<file path="src/rtl/pci_arb_pkg.sv">
// pci_arb_pkg
// Shared definitions for the four-master PCI fair arbiter:
//   - arb_state_t : arbiter sequencing states (IDLE, GRANT, BUSY, TURN)
//   - N_REQ       : number of bus masters
//   - OWNER_W     : width of a master index
//   - ONE_HOT_LSB : one-hot seed used to build grant vectors
//   - one_hot()   : master index -> one-hot grant vector
package pci_arb_pkg;

  localparam int N_REQ   = 4;
  localparam int OWNER_W = 2;

  localparam logic [N_REQ-1:0] ONE_HOT_LSB = {{(N_REQ-1){1'b0}}, 1'b1};

  typedef enum logic [1:0] {
    IDLE,
    GRANT,
    BUSY,
    TURN
  } arb_state_t;

  function automatic logic [N_REQ-1:0] one_hot(input logic [OWNER_W-1:0] idx);
    return ONE_HOT_LSB << idx;
  endfunction

endpackage

</file>
<file path="src/rtl/pci_rr_pick.sv">
// pci_rr_pick
// Combinational round-robin picker. The search starts at the master after
// ptr and wraps, so the master at ptr itself has the lowest priority.
// Ports:
//   req    in  [N_REQ-1:0]   request vector
//   ptr    in  [OWNER_W-1:0] last granted master
//   winner out [OWNER_W-1:0] selected master (meaningless when any = 0)
//   any    out               at least one request is pending
module pci_rr_pick
  import pci_arb_pkg::*;
(
  input  logic [N_REQ-1:0]   req,
  input  logic [OWNER_W-1:0] ptr,
  output logic [OWNER_W-1:0] winner,
  output logic               any
);

  logic [OWNER_W-1:0] idx;

  // Walk from the farthest offset to the nearest so that the closest
  // requesting master after ptr overwrites any earlier candidate.
  // Offset N_REQ wraps back onto ptr itself.
  always_comb begin
    winner = ptr;
    idx    = ptr;
    any    = |req;
    for (int off = N_REQ; off >= 1; off--) begin
      idx = ptr + OWNER_W'(off);
      if (req[idx]) begin
        winner = idx;
      end
    end
  end

endmodule

</file>
<file path="src/rtl/pci_fair_arbiter.sv">
// pci_fair_arbiter
// Round-robin PCI arbiter for four masters. Tracks FRAME#/IRDY# so grants
// only move at legal points, withdraws unused grants after GNT_TO cycles,
// and preempts a long transaction after LAT_TIMER busy cycles when another
// master is waiting.
// Optional feature: define PCI_ARB_PARK_EN to park the bus on PARK_ID when
// no master requests, and to track a parked master's transaction.
// Ports:
//   clk        in           bus clock
//   reset_n    in           asynchronous active-low reset
//   req        in  [3:0]    per-master request
//   frame_n    in           PCI FRAME#
//   irdy_n     in           PCI IRDY#
//   gnt        out [3:0]    registered one-hot grant (may be all zero)
//   owner      out [1:0]    current or last granted master
//   owner_vld  out          owner's transaction in progress
//   timeout    out          one-cycle pulse when a grant expires unused
module pci_fair_arbiter
  import pci_arb_pkg::*;
#(
  parameter int GNT_TO    = 16,
  parameter int LAT_TIMER = 32,
  parameter int PARK_ID   = 3
) (
  input  logic               clk,
  input  logic               reset_n,
  input  logic [N_REQ-1:0]   req,
  input  logic               frame_n,
  input  logic               irdy_n,
  output logic [N_REQ-1:0]   gnt,
  output logic [OWNER_W-1:0] owner,
  output logic               owner_vld,
  output logic               timeout
);

`ifdef PCI_ARB_PARK_EN
  localparam logic PARK_EN = 1'b1;
`else
  localparam logic PARK_EN = 1'b0;
`endif

  localparam logic [7:0]         GNT_LAST  = 8'(GNT_TO - 1);
  localparam logic [7:0]         LAT_MAX   = 8'(LAT_TIMER);
  localparam logic [OWNER_W-1:0] PARK_IDX  = OWNER_W'(PARK_ID);
  // Pointer starts on the last master so master 0 wins first.
  localparam logic [OWNER_W-1:0] PTR_RESET = OWNER_W'(N_REQ - 1);

  arb_state_t         state;
  logic [7:0]         cnt;
  logic [OWNER_W-1:0] ptr;
  logic [OWNER_W-1:0] winner;
  logic               any_req;
  logic               bus_idle;
  logic               other_req;

  assign bus_idle  = frame_n & irdy_n;
  assign other_req = |(req & ~one_hot(owner));

  pci_rr_pick u_pick (
    .req    (req),
    .ptr    (ptr),
    .winner (winner),
    .any    (any_req)
  );

  // Arbitration sequencer. All outputs are registered here; cnt counts
  // unused grant cycles in GRANT and busy cycles in BUSY.
  always_ff @(posedge clk or negedge reset_n) begin
    if (!reset_n) begin
      state     <= IDLE;
      gnt       <= '0;
      owner     <= '0;
      owner_vld <= 1'b0;
      timeout   <= 1'b0;
      cnt       <= '0;
      ptr       <= PTR_RESET;
    end else begin
      timeout <= 1'b0;
      case (state)
        IDLE: begin
          cnt <= '0;
          if (any_req && bus_idle) begin
            gnt   <= one_hot(winner);
            owner <= winner;
            ptr   <= winner;
            state <= GRANT;
          end else if (PARK_EN && !frame_n) begin
            // Parked master started a transaction on its standing grant.
            gnt       <= one_hot(PARK_IDX);
            owner     <= PARK_IDX;
            ptr       <= PARK_IDX;
            owner_vld <= 1'b1;
            state     <= BUSY;
          end else if (PARK_EN && !any_req) begin
            gnt <= one_hot(PARK_IDX);
          end else begin
            gnt <= '0;
          end
        end

        GRANT: begin
          // FRAME# wins over both a dropped request and expiry.
          if (!frame_n) begin
            cnt       <= '0;
            owner_vld <= 1'b1;
            state     <= BUSY;
          end else if (!req[owner]) begin
            gnt   <= '0;
            state <= TURN;
          end else if (cnt == GNT_LAST) begin
            gnt     <= '0;
            timeout <= 1'b1;
            state   <= TURN;
          end else begin
            cnt <= cnt + 8'd1;
          end
        end

        BUSY: begin
          if (bus_idle) begin
            gnt       <= '0;
            owner_vld <= 1'b0;
            state     <= TURN;
          end else if (cnt != LAT_MAX) begin
            cnt <= cnt + 8'd1;
          end else if (other_req) begin
            // Latency timer expired: withdraw the grant, the owner
            // finishes its current transaction on its own.
            gnt <= '0;
          end
        end

        TURN: begin
          gnt       <= '0;
          owner_vld <= 1'b0;
          cnt       <= '0;
          state     <= IDLE;
        end

        default: begin
          gnt       <= '0;
          owner_vld <= 1'b0;
          cnt       <= '0;
          state     <= IDLE;
        end
      endcase
    end
  end

endmodule

</file>
<file path="config.mk">
export PLATFORM = sky130hd
export DESIGN_NAME = pci_fair_arbiter
export DESIGN_NICKNAME = d
export VERILOG_FILES = /design/src/rtl/pci_arb_pkg.sv /design/src/rtl/pci_rr_pick.sv /design/src/rtl/pci_fair_arbiter.sv
export SDC_FILE = /design/constraint.sdc
export NUM_CORES = 1
export LEC_CHECK = 0
export BUFFER_PORTS_ARGS = -buffer_cell sky130_fd_sc_hd__buf_2
export CAP_MARGIN = 10
export CELL_PAD_IN_SITES_DETAIL_PLACEMENT = 1
export CELL_PAD_IN_SITES_GLOBAL_PLACEMENT = 1
export CORE_MARGIN = 5
export CORE_UTILIZATION = 45
export CTS_BUF_LIST = sky130_fd_sc_hd__clkbuf_8
export DETAILED_ROUTE_END_ITERATION = 12
export MAX_ROUTING_LAYER = met4
export PLACE_DENSITY_LB_ADDON = 0.1
export SYNTH_ARGS = -nofsm -noshare
export SYNTH_HDL_FRONTEND = slang
export SYNTH_HIERARCHICAL = 1
export SYNTH_SLANG_ARGS = --single-unit
export TNS_END_PERCENT = 20
</file>
<file path="constraint.sdc">
create_clock -name clk -period 3.9 [get_ports clk]
set_input_delay 0.39 -clock clk [delete_from_list [all_inputs] [get_ports clk]]
set_output_delay 0.39 -clock clk [all_outputs]
set_load 0.03 [all_outputs]
</file>
## After elaboration in Yosys (flattened, before gate mapping)

Cells that the tools add are included.

- Mux-type cells: 38
- Equality and inequality tests: 17
- Add/sub/neg operators: 4
- Multipliers: 0
- Reduce and logical (&&, ||, !) cells: 11
- $lt $le $gt $ge: 4
- Shifts and indexed selects: 2
- Div/mod/pow operators: 0
- Bitwise logic cells: 3

Operators with widths:

| kind | number |
|---|---|
| 8-bit 2-to-1 mux | 5 |
| 4-bit 2-to-1 mux | 7 |
| 8-bit one-hot mux with 3 select lines | 1 |
| 2-bit 2-to-1 mux | 8 |
| 4-bit one-hot mux with 4 select lines | 1 |
| 3-bit inequality test (second input constant) | 5 |
| 2-bit by 3-bit less-than comparator with 1-bit output (second input constant) | 4 |
| 2-bit inequality test (second input constant) | 6 |
| 1-bit 2-to-1 mux | 10 |
| 8-bit by 1-bit adder with 8-bit output (second input constant) | 1 |
| 1-bit binary-select mux with 2-bit select | 4 |
| 8-bit by 4-bit equality test with 1-bit output (second input constant) | 1 |
| 8-bit by 6-bit inequality test with 1-bit output (second input constant) | 1 |
| 2-bit one-hot mux with 4 select lines | 1 |
| 4-bit AND reduction | 2 |
| 4-bit OR reduction | 2 |
| 1-bit by 2-bit left shift with 4-bit output (first input constant) | 2 |
| 3-bit AND reduction | 2 |
| 2-bit adder (second input constant) | 2 |
| 4-bit bitwise AND | 1 |
| 2-bit equality test (second input constant) | 2 |
| 4-bit inequality test (second input constant) | 1 |
| 4-bit NOT | 1 |
| 1-bit one-hot mux with 3 select lines | 1 |
| other kinds (8) | 8 |

- Input bits: 8
- ROM bits: 0
- Bits in latches: 0
- Register bits: 20
- Bits in writable memories: 0
- Memories: 0
- Logic and storage cells: 86

## Logic depth before layout (Yosys ltp)

Gate-level depths: netlist of the first run.

- Depth after elaboration: 9
- Mapped depth: 7
- Depth with buffers taken out: 7

## Hierarchy

The synthesis of the first run kept the hierarchy.

By module, submodules not included:

| module | area an instance (um2) | times used | cells each | sequential area each (um2) |
|---|---|---|---|---|
| pci_fair_arbiter | 1152.4 | 1 | 117 | 503.0 |
| pci_rr_pick | 86.3 | 1 | 12 | 0.0 |

## Worst setup path after synthesis of the first run

Ideal clock, no wire load.

- Kind: flip-flop to flip-flop
- Start: register owner[0]
- End: register gnt[0]
- Path slack: 1.859 ns
- Data arrival time: 1.913 ns
- Cell stages (with the launch flop): 6
- Period minus slack after synthesis: 2.041 ns
- Setup time: 0.128 ns
- Path buffers: 0
- Path through: dfrtp_1 mux4_2 o31ai_1 nand2_1 a32oi_2 mux2_1

- Longest elaborated chain between the ends: 6
- Elaborated cells on any way between the ends: 12
- Those cells by class: eq/ne (2); shift (1); mux (5); bitwise (2); reduce/logical (2)

RTL lines:

| element | RTL line | text |
|---|---|---|
| start, declared | pci_fair_arbiter.sv:31 | `output logic [OWNER_W-1:0] owner,` |
| start signal, assigned | pci_fair_arbiter.sv:84 | `owner <= winner;` |
| 1-bit by 2-bit left shift with 4-bit output | pci_arb_pkg.sv:23 | `return ONE_HOT_LSB << idx;` |
| 4-bit NOT | pci_fair_arbiter.sv:57 | `assign other_req = \|(req & ~one_hot(owner));` |
| 4-bit bitwise AND | pci_fair_arbiter.sv:57 |  |
| 4-bit OR reduction | pci_fair_arbiter.sv:57 |  |
| 3-bit inequality test (no line) | n/a |  |
| 4-bit AND reduction (no line) | n/a |  |
| end signal, assigned | pci_fair_arbiter.sv:83 | `gnt <= one_hot(winner);` |
| end signal, assigned | pci_fair_arbiter.sv:89 | `gnt <= one_hot(PARK_IDX);` |
| end signal, assigned | pci_fair_arbiter.sv:95 | `gnt <= one_hot(PARK_IDX);` |
| end, declared | pci_fair_arbiter.sv:30 | `output logic [N_REQ-1:0] gnt,` |

Several ways; a longest one is shown, not always the timed one. The select of a mux whose other input is x is not followed.
A chain may end at the register's enable or synchronous reset.

## Worst setup path in the final report of the first run

- Start: register cnt[4]
- End: register gnt[0]

- Longest elaborated chain between the ends: 3
- Elaborated cells on any way between the ends: 5
- Those cells by class: eq/ne (4); reduce/logical (1)

RTL lines:

| element | RTL line | text |
|---|---|---|
| start, declared | pci_fair_arbiter.sv:49 | `logic [7:0] cnt;` |
| start signal, assigned | pci_fair_arbiter.sv:115 | `cnt <= cnt + 8'd1;` |
| start signal, assigned | pci_fair_arbiter.sv:125 | `cnt <= cnt + 8'd1;` |
| 8-bit by 4-bit equality test with 1-bit output / 8-bit by 6-bit inequality test with 1-bit output (equally long branches) | pci_fair_arbiter.sv:110, pci_fair_arbiter.sv:124 |  |
| 3-bit inequality test (no line) | n/a |  |
| 4-bit AND reduction (no line) (*) | n/a |  |

Mark *: on every way between the ends. The rest lies on a longest branch, timed or not.

==> impl_metrics.env, run 1 <==
export IMPL_drtAntennaViolNets=0
export IMPL_final_util=0.518
export IMPL_r2r_setup_slack_ps=1760
export IMPL_overflow=0
export IMPL_start_util=0.461
export IMPL_critPathKind="register to register"
export IMPL_core_area_um2=2690
export IMPL_end_kind="register"
export IMPL_drc=0
export IMPL_io_pins=16
export IMPL_grt_use_total=0.163
export IMPL_globalRouteMet1Util=0.176
export IMPL_seqCellArea_um2=503
export IMPL_clk_pin_slew_ps=70
export IMPL_layout_setup_ws_ps=1760
export IMPL_yosys_warnings=6
export IMPL_nFillCells=329
export IMPL_max_freq_mhz=468
export IMPL_port_buffers=15
export IMPL_cts_buffers=3
export IMPL_diodes=0
export IMPL_arrival_ps=2280
export IMPL_drtIter0Drc=29
export IMPL_grtUsageMet2=0.281
export IMPL_seq_area_frac_synth=0.406
export IMPL_cts_buffer_depth=2
export IMPL_die_area_um2=3900
export IMPL_place_gp_congestion=0.826
export IMPL_dr_pass1_iters=4
export IMPL_r2r_start="cnt[4]"
export IMPL_avgSynthCellArea_um2=9.60
export IMPL_final_common_cell="dfrtp_1"
export IMPL_cts_max_level=1
export IMPL_vdd_drop_max_mv=0.407
export IMPL_synth_area_leader_cell="dfrtp_1"
export IMPL_syn_nets=143
export IMPL_finalSetupViolations=0
export IMPL_worst_pin_slew_ps=668
export IMPL_multi_input_area_um2=691
export IMPL_grt_busiest_layer="met2"
export IMPL_final_nets=161
export IMPL_cts_tree="yes"
export IMPL_min_period_ps=2140
export IMPL_cts_resized=0
export IMPL_antenna_found_initial=0
export IMPL_cts_sinks=20
export IMPL_root_buffer="clkbuf_8"
export IMPL_finalHoldViolations=0
export IMPL_netlist_area_leader_share=0.364
export IMPL_maxCapViolCount=0
export IMPL_grt_setup_unrepaired="no"
export IMPL_grt_pass1_vias=1122
export IMPL_critPathMaxFanout=9
export IMPL_finalCritPeriodShare=0.548
export IMPL_grt_pass1_wl_um=5090
export IMPL_holdCritPathClass="input pin to asynchronous set/reset pin"
export IMPL_grt_max_degree=21
export IMPL_synth_async_reset_ratio=1.00
export IMPL_synth_edf_count=0
export IMPL_via_count=1054
export IMPL_required_ps=4040
export IMPL_slew_violations=0
export IMPL_routed_wl_um=2970
export IMPL_ys_top_cells_by_area="dfrtp_1, ha_1, nand2_1"
export IMPL_hpwl_um=2280
export IMPL_outcome="completed"
export IMPL_r2r_end="gnt[0]"
export IMPL_final_cell_mix="dfrtp_1, nand2_1, buf_2"
export IMPL_met3_usage=0.0378
export IMPL_synth_cell_type_count=45
export IMPL_tns_ps=0
export IMPL_avgRoutedWirePerCell_um=16.8
export IMPL_insertion_delay_ps=260
export IMPL_synth_ff_type="dfrtp_1"
export IMPL_p_leak_nw=0.647
export IMPL_syn_cell_area_um2=1240
export IMPL_viasPerCell=5.95
export IMPL_synthCells=129
export IMPL_num_rows=19
export IMPL_ys_ff_latch=20
export IMPL_die_h_um=62.5
export IMPL_cp_start_kind="register"
export IMPL_postCtsHoldBufs=0
export IMPL_power_density_nw_per_um2=651
export IMPL_slew_headroom=0.550
export IMPL_die_w_um=62.5
export IMPL_skew_ps=0.934
export IMPL_rr_worst_depth=5
export IMPL_drive_gt1_frac=0.219
export IMPL_crit_start="cnt[4]"
export IMPL_post_cts_buffers=0
export IMPL_power_total_w=0.000907
export IMPL_area_delta_synth_final_pct=12.4
export IMPL_pre_cts_slack_ps=1740
-- synth_stat cells (2+ instances only) --
cell type / n
nor3_1: 3
o21ai_0: 12
and3_1: 2
nor3b_1: 2
nand2b_2: 2
nor2_1: 8
nand4_1: 2
o31ai_1: 5
a31oi_1: 2
a21oi_1: 3
o22ai_1: 2
mux2_1: 4
inv_1: 8
mux2i_1: 2
ha_1: 6
nand3_1: 3
dfstp_2: 2
nand2_1: 17
dfrtp_1: 18
-- kinds of logic (layout without fill, tap and decap cells) --
group | count (synthesis) | after routing | share of synthesized area
buffers and inverters | 10 | 27 | 0.0364
DFF | 20 | 20 | 0.406
muxes | 9 | 9 | 0.0919
AOI/OAI and AO/OA | 36 | 36 | 0.199
and+or+nand+nor | 48 | 48 | 0.206
adders and majority gates | 6 | 6 | 0.0606
-- critical path, stage by stage, from the launching register on --
cell and delay (ps):
dfrtp_1 470, or3_4 440, nor4_2 240, o211ai_1 150, a32oi_2 340, mux2_1 370
-- worst max path at each step --
stage               slack, ps  depth (start not counted)  endpoint
finish                   1760                          5    gnt[0]
global route             1610                          5    gnt[0]
CTS                      1720                          5    gnt[0]
detailed placement       1740                          5    gnt[0]
global placement         1890                          5    gnt[2]
floorplan                1860                          5    gnt[0]
-- cell type report --
| type | instances | area share |
|---|---|---|
| Clock buffer | 4 | 0.0395 |
| Inverter | 8 | 0.0216 |
| Multi-Input combinational cell | 99 | 0.496 |
| Sequential cell | 20 | 0.361 |
| Tap cell | 31 | 0.0279 |
| Timing Repair Buffer | 15 | 0.0539 |
-- power by group --
part	leakage (nW)	internal [W]	switching, W
combinational	0.357	0.000171	0.000253
clock	0.0288	0.0000899	0.0000696
sequential	0.261	0.000265	0.0000578
-- state kept, by name (all words and copies together), names as in the netlist --
| signal | count |
|---|---|
| state | 2 |
| timeout | 1 |
| owner_vld | 1 |
| cnt | 8 |
| gnt | 4 |
| owner | 2 |
| ptr | 2 |
-- metrics by stage --
step	instance area [um2]	hold slack [ps]	std cells
global placement	1340	356	173
global route	1390	107	177
floorplan	1240	94.4	129
finish	1390	71.5	177
CTS	1390	85.9	177
detailed placement	1340	373	173
-- layer usage --
layer / vias to the layer above / wire length, um
li1: 510 / -
met1: 518 / 1290
met2: 19 / 1490
met3: 7 / 113
met4: 0 / 66
met5: - / 0
(Power assumes the default switching activity.)
==> run 2, diff against run 1 <==
--- a/config.mk
+++ b/config.mk
@@ -5,12 +5,13 @@
 export SDC_FILE = /design/constraint.sdc
 export NUM_CORES = 1
 export LEC_CHECK = 0
+export ABC_AREA = 1
 export BUFFER_PORTS_ARGS = -buffer_cell sky130_fd_sc_hd__buf_2
 export CAP_MARGIN = 10
 export CELL_PAD_IN_SITES_DETAIL_PLACEMENT = 1
 export CELL_PAD_IN_SITES_GLOBAL_PLACEMENT = 1
 export CORE_MARGIN = 5
-export CORE_UTILIZATION = 45
+export CORE_UTILIZATION = 39
 export CTS_BUF_LIST = sky130_fd_sc_hd__clkbuf_8
 export DETAILED_ROUTE_END_ITERATION = 12
 export MAX_ROUTING_LAYER = met4
==> constraint.sdc (replaced) <==
create_clock -name clk -period 1.8 [get_ports clk]
set_input_delay 0.18 -clock clk [delete_from_list [all_inputs] [get_ports clk]]
set_output_delay 0.18 -clock clk [all_outputs]
set_load 0.03 [all_outputs]
==> impl_metrics.env, run 2 <==
export IMPL_insertion_delay_ps=260
export IMPL_finalSetupViolations=2
export IMPL_drtAntennaViolNets=0
export IMPL_holdCritPathClass="input pin to register"
export IMPL_seq_area_frac_synth=0.319
export IMPL_largest_register_ffs=8
export IMPL_seqCellArea_um2=503
export IMPL_skew_ps=7.83
export IMPL_via_count=1572
export IMPL_final_nets=282
export IMPL_final_cell_mix="nand2_1, inv_1, nand2_2"
export IMPL_synthCells=238
export IMPL_grt_setup_unrepaired="yes"
export IMPL_die_w_um=73.6
export IMPL_ys_ff_latch=20
export IMPL_grt_pass1_wl_um=7330
export IMPL_synth_cell_type_count=28
export IMPL_port_buffers=15
export IMPL_slew_violations=0
export IMPL_start_util=0.398
export IMPL_vdd_drop_max_mv=0.556
export IMPL_worst_pin_slew_ps=487
export IMPL_r2r_setup_slack_ps=-30
export IMPL_place_gp_congestion=0.772
export IMPL_routed_wl_um=4300
export IMPL_max_freq_mhz=548
export IMPL_syn_cell_area_um2=1580
export IMPL_synth_ff_type="dfrtp_1"
export IMPL_placed_cells=302
export IMPL_required_ps=2000
export IMPL_finalCritPeriodShare=1.01
export IMPL_overflow=0
export IMPL_num_rows=23
export IMPL_maxCapViolCount=0
export IMPL_yosys_warnings=6
export IMPL_cp_start_kind="register"
export IMPL_drc=0
export IMPL_critPathKind="register to register"
export IMPL_finalHoldViolations=0
export IMPL_viasPerCell=4.96
export IMPL_multi_input_area_um2=951
export IMPL_violations="setup timing"
export IMPL_avgRoutedWirePerCell_um=13.6
export IMPL_netlist_area_leader_share=0.285
export IMPL_final_util=0.477
export IMPL_clk_pin_slew_ps=80
export IMPL_grt_pass1_vias=1603
export IMPL_reg_largest_list="cnt: 8 flops, gnt: 4 flops"
export IMPL_synth_area_leader_cell="dfrtp_1"
export IMPL_hpwl_um=3160
export IMPL_final_common_cell="nand2_1"
export IMPL_cts_sinks=20
export IMPL_drive_gt1_frac=0.288
export IMPL_end_kind="register"
export IMPL_grt_max_degree=21
export IMPL_io_pins=16
export IMPL_cts_buffer_depth=2
export IMPL_ys_top_cells_by_area="dfrtp_1, nand2_1, inv_1"
export IMPL_area_delta_synth_final_pct=20.0
export IMPL_dr_pass1_iters=4
export IMPL_die_area_um2=5420
export IMPL_die_h_um=73.6
export IMPL_slew_headroom=0.675
export IMPL_synth_most_common_cell="nand2_1"
export IMPL_min_period_ps=1830
export IMPL_avgSynthCellArea_um2=6.63
export IMPL_hold_ws_ps=352
export IMPL_cts_tree="yes"
export IMPL_diodes=0
export IMPL_drtIter0Drc=45
export IMPL_layout_setup_ws_ps=-25.6
export IMPL_antenna_found_initial=0
export IMPL_cts_max_level=1
export IMPL_synth_edf_count=0
export IMPL_p_leak_nw=1.07
export IMPL_root_buffer="clkbuf_8"
export IMPL_fin_cells=317
export IMPL_nFillCells=536
export IMPL_synth_async_reset_ratio=1.00
export IMPL_outcome="finished with violations"
export IMPL_syn_nets=252
export IMPL_arrival_ps=2030
export IMPL_cts_buffers=3
export IMPL_power_density_nw_per_um2=1480
export IMPL_synth_common_cells="nand2_1, inv_1, nand3_1, dfrtp_1, nor2_1"
export IMPL_regMostFlops="cnt"
export IMPL_core_area_um2=3970
export IMPL_grt_use_total=0.178
export IMPL_critPathMaxFanout=5
[run 2: critical path, cell delays in order (launching register included)]
cell and delay, ps:
dfstp_2 620, buf_6 140, nand2_1 60, nand2_2 80, nand2_2 70, nand2_1 80, inv_2 50, nand2_1 80
nand2_1 80, nand2_2 110, inv_2 50, nor3_1 160, nand4_1 120, nand2_1 80
[run 2: metrics by stage]
stage	total power, W	setup slack, ps	instance area, um2	TNS [ps]
4_1_cts	0.00261	9.74	1810	0
2_1_floorplan	0.00182	205	1580	0
5_1_grt	0.00307	-158	1890	-486
3_3_place_gp	0.00213	-7.89	1700	-7.89
3_5_place_dp	0.00217	-56.1	1700	-74.7
6_report	0.00280	-25.6	1890	-42.8
[run 2: cell families after synthesis]
family,count (synthesis),share of synthesized area
xor gates and xnor gates,2,0.0111
buffers and inverters,37,0.104
adders and majority gates,6,0.0475
DFF,20,0.319
and+or+nand+nor,155,0.443
AOI/OAI and AO/OA,18,0.0761
[run 2: report_power, final]
group	leakage [nW]	internal [W]	switching, W
registers	0.261	0.000578	0.000143
clock network	0.0288	0.000195	0.000153
logic	0.776	0.000636	0.00109
[run 2: final cells by class]
class	count	area share
multi-input combinational	181	0.502
sequential	20	0.266
timing repair buffer	29	0.102
inverter	33	0.0680
tap	50	0.0330
clock buffer	4	0.0291
[run 2: metal layers]
metal / routed length [um] / global-route usage / vias up
met2: 2080 / 0.289 / 14
met1: 2070 / 0.236 / 749
met3: 94 / 0.0205 / 7
li1: - / - / 802
met5: 0 / - / -
met4: 49 / 0.0423 / 0
[run 2: final timing paths]
| kind | cells after the start | to | start |
|---|---|---|---|
| max in group asynchronous | 2 | ptr[1] | reset_n |
| min reg2reg | 2 | gnt[3] | gnt[3] |
| min | 5 | cnt[4] | frame_n |
| min in group asynchronous | 2 | gnt[0] | reset_n |
| max | 13 | gnt[3] | ptr[0] |
| max reg2reg | 13 | gnt[3] | ptr[0] |
[run 2: timing repair]
item	in CTS	in global routing
gates resized for setup	5	14
cloned	0	0
hold endpoints to repair	18	0
setup endpoints to repair	3	8
buffers inserted	4	6
hold buffers	1	0
pin swaps	0	11
==> run 3, diff against run 2 <==
--- a/config.mk
+++ b/config.mk
@@ -5,13 +5,12 @@
 export SDC_FILE = /design/constraint.sdc
 export NUM_CORES = 1
 export LEC_CHECK = 0
-export ABC_AREA = 1
 export BUFFER_PORTS_ARGS = -buffer_cell sky130_fd_sc_hd__buf_2
 export CAP_MARGIN = 10
 export CELL_PAD_IN_SITES_DETAIL_PLACEMENT = 1
 export CELL_PAD_IN_SITES_GLOBAL_PLACEMENT = 1
 export CORE_MARGIN = 5
-export CORE_UTILIZATION = 39
+export CORE_UTILIZATION = 40
 export CTS_BUF_LIST = sky130_fd_sc_hd__clkbuf_8
 export DETAILED_ROUTE_END_ITERATION = 12
 export MAX_ROUTING_LAYER = met4
==> impl_metrics.env, run 3 (synthesis results as in run 1) <==
export IMPL_die_area_um2=4310
export IMPL_place_gp_congestion=0.763
export IMPL_critPathKind="register to register"
export IMPL_grt_pass1_wl_um=6110
export IMPL_slew_violations=0
export IMPL_cts_buffers=3
export IMPL_r2r_setup_slack_ps=-190
export IMPL_p_switching_w=0.000952
export IMPL_holdCritPathClass="input pin to asynchronous set/reset pin"
export IMPL_cts_buffer_depth=2
export IMPL_cts_tree="yes"
export IMPL_hpwl_um=2640
export IMPL_reg_largest_list="cnt: 8 flops, gnt: 4 flops"
export IMPL_rr_worst_depth=8
export IMPL_cpMaxStageDelayCell="dfrtp_1"
export IMPL_r2r_start="cnt[0]"
export IMPL_maxCapViolCount=0
export IMPL_routed_wl_um=3590
export IMPL_worstPathCellList="inv_1, ha_2, nand2_2, nor4_4, o211ai_1, a32oi_2, buf_6, mux2_4"
export IMPL_viasPerCell=5.71
export IMPL_regMostFlops="cnt"
export IMPL_p_leak_nw=0.810
export IMPL_overflow=0
export IMPL_combinationalPowerShare=0.562
export IMPL_drc=0
export IMPL_outcome="finished with violations"
export IMPL_cts_sinks=20
export IMPL_power_share_sequential=0.285
export IMPL_drive_gt1_frac=0.411
export IMPL_vdd_drop_max_mv=0.633
export IMPL_num_rows=20
export IMPL_dr_pass1_iters=4
export IMPL_cp_buffers_inverters=2
export IMPL_grt_setup_unrepaired="yes"
export IMPL_cts_max_level=1
export IMPL_clk_pin_slew_ps=80
export IMPL_insertion_delay_ps=270
export IMPL_cp_depth=8
export IMPL_root_buffer="clkbuf_8"
export IMPL_p_int_w=0.00138
export IMPL_via_count=1187
export IMPL_r2r_end="gnt[2]"
export IMPL_max_stage_delay_ps=420
export IMPL_port_buffers=15
export IMPL_arrival_ps=2140
export IMPL_tns_ps=-1040
export IMPL_diodes=0
export IMPL_max_freq_mhz=502
export IMPL_die_w_um=65.7
export IMPL_io_pins=16
export IMPL_final_util=0.560
export IMPL_grt_use_total=0.191
export IMPL_final_common_cell="buf_4"
export IMPL_worst_pin_slew_ps=472
export IMPL_final_cell_mix="buf_4, dfrtp_1, nand2_1"
export IMPL_switching_share=0.408
export IMPL_grt_max_degree=21
export IMPL_area_delta_synth_final_pct=35.9
export IMPL_avgRoutedWirePerCell_um=17.2
export IMPL_finalCritPeriodShare=1.11
export IMPL_power_share_clock=0.153
export IMPL_finalSetupViolations=11
export IMPL_drtIter0Drc=58
export IMPL_slew_headroom=0.685
export IMPL_core_area_um2=3000
export IMPL_end_kind="register"
export IMPL_cp_start_kind="register"
export IMPL_required_ps=1950
export IMPL_start_util=0.413
export IMPL_drtAntennaViolNets=0
export IMPL_min_period_ps=1990
export IMPL_finalHoldViolations=0
export IMPL_final_nets=190
export IMPL_largest_register_ffs=8
export IMPL_violations="setup timing"
export IMPL_layout_setup_ws_ps=-193
export IMPL_skew_ps=5.33
export IMPL_antenna_found_initial=0
export IMPL_critPathMaxFanout=4
export IMPL_die_h_um=65.7
export IMPL_power_density_nw_per_um2=1390
export IMPL_path_delay_family="flip-flops"
export IMPL_grt_pass1_vias=1298
run 3: metal layers:
layer | vias to the layer above | global-route usage | part of all wire
li1 | 565 | - | -
met1 | 596 | 0.229 | 0.47
met2 | 19 | 0.320 | 0.49
met3 | 7 | 0.0342 | 0.028
met4 | 0 | 0.0674 | 0.019
met5 | - | - | 0
run 3: how the worst max path moves through the flow:
stage	start	to	slack, ps
after floorplan	owner[0]	gnt[0]	-110
after global routing	cnt[0]	gnt[1]	-290
final	cnt[0]	gnt[2]	-190
after CTS	cnt[4]	gnt[2]	-120
after global placement	cnt[4]	gnt[1]	-70
after detailed placement	cnt[4]	gnt[2]	-160
run 3: what timing repair did:
action / in CTS / in global routing
hold endpoints to repair: 18 / 0
pin swaps: 2 / 2
setup buffers: 1 / 2
setup endpoints to repair: 12 / 15
hold buffers: 1 / 0
gates resized for setup: 9 / 6
run 3: final cells by class:
| class | count | area [um2] |
|---|---|---|
| flip-flops and latches | 20 | 504 |
| clock buffers | 4 | 55.1 |
| repair buffers | 44 | 299 |
| multi-input cells | 99 | 753 |
| well taps | 33 | 41.3 |
| inverters | 8 | 30.0 |
| fillers | 355 | 1320 |
run 3: power by group through the flow:
stage	logic, W	registers, W	clock network [W]
2_1_floorplan	0.000619	0.000762	0
3_3_place_gp	0.00109	0.000661	0
3_5_place_dp	0.00115	0.000674	0
4_1_cts	0.00124	0.000666	0.000362
5_1_grt	0.00144	0.000684	0.000379
6_report	0.00131	0.000666	0.000356
run 3: per-stage QoR:
| stage | area [um2] | hold WS [ps] | setup slack (ps) | cells | total power, W |
|---|---|---|---|---|---|
| final | 1680 | 393 | -193 | 208 | 0.00233 |
| after global routing | 1680 | 426 | -290 | 208 | 0.00251 |
| after global placement | 1530 | 157 | -72.0 | 200 | 0.00175 |
| after CTS | 1650 | 402 | -116 | 206 | 0.00226 |
| after detailed placement | 1530 | 164 | -164 | 200 | 0.00182 |
| after floorplan | 1240 | -116 | -111 | 129 | 0.00138 |
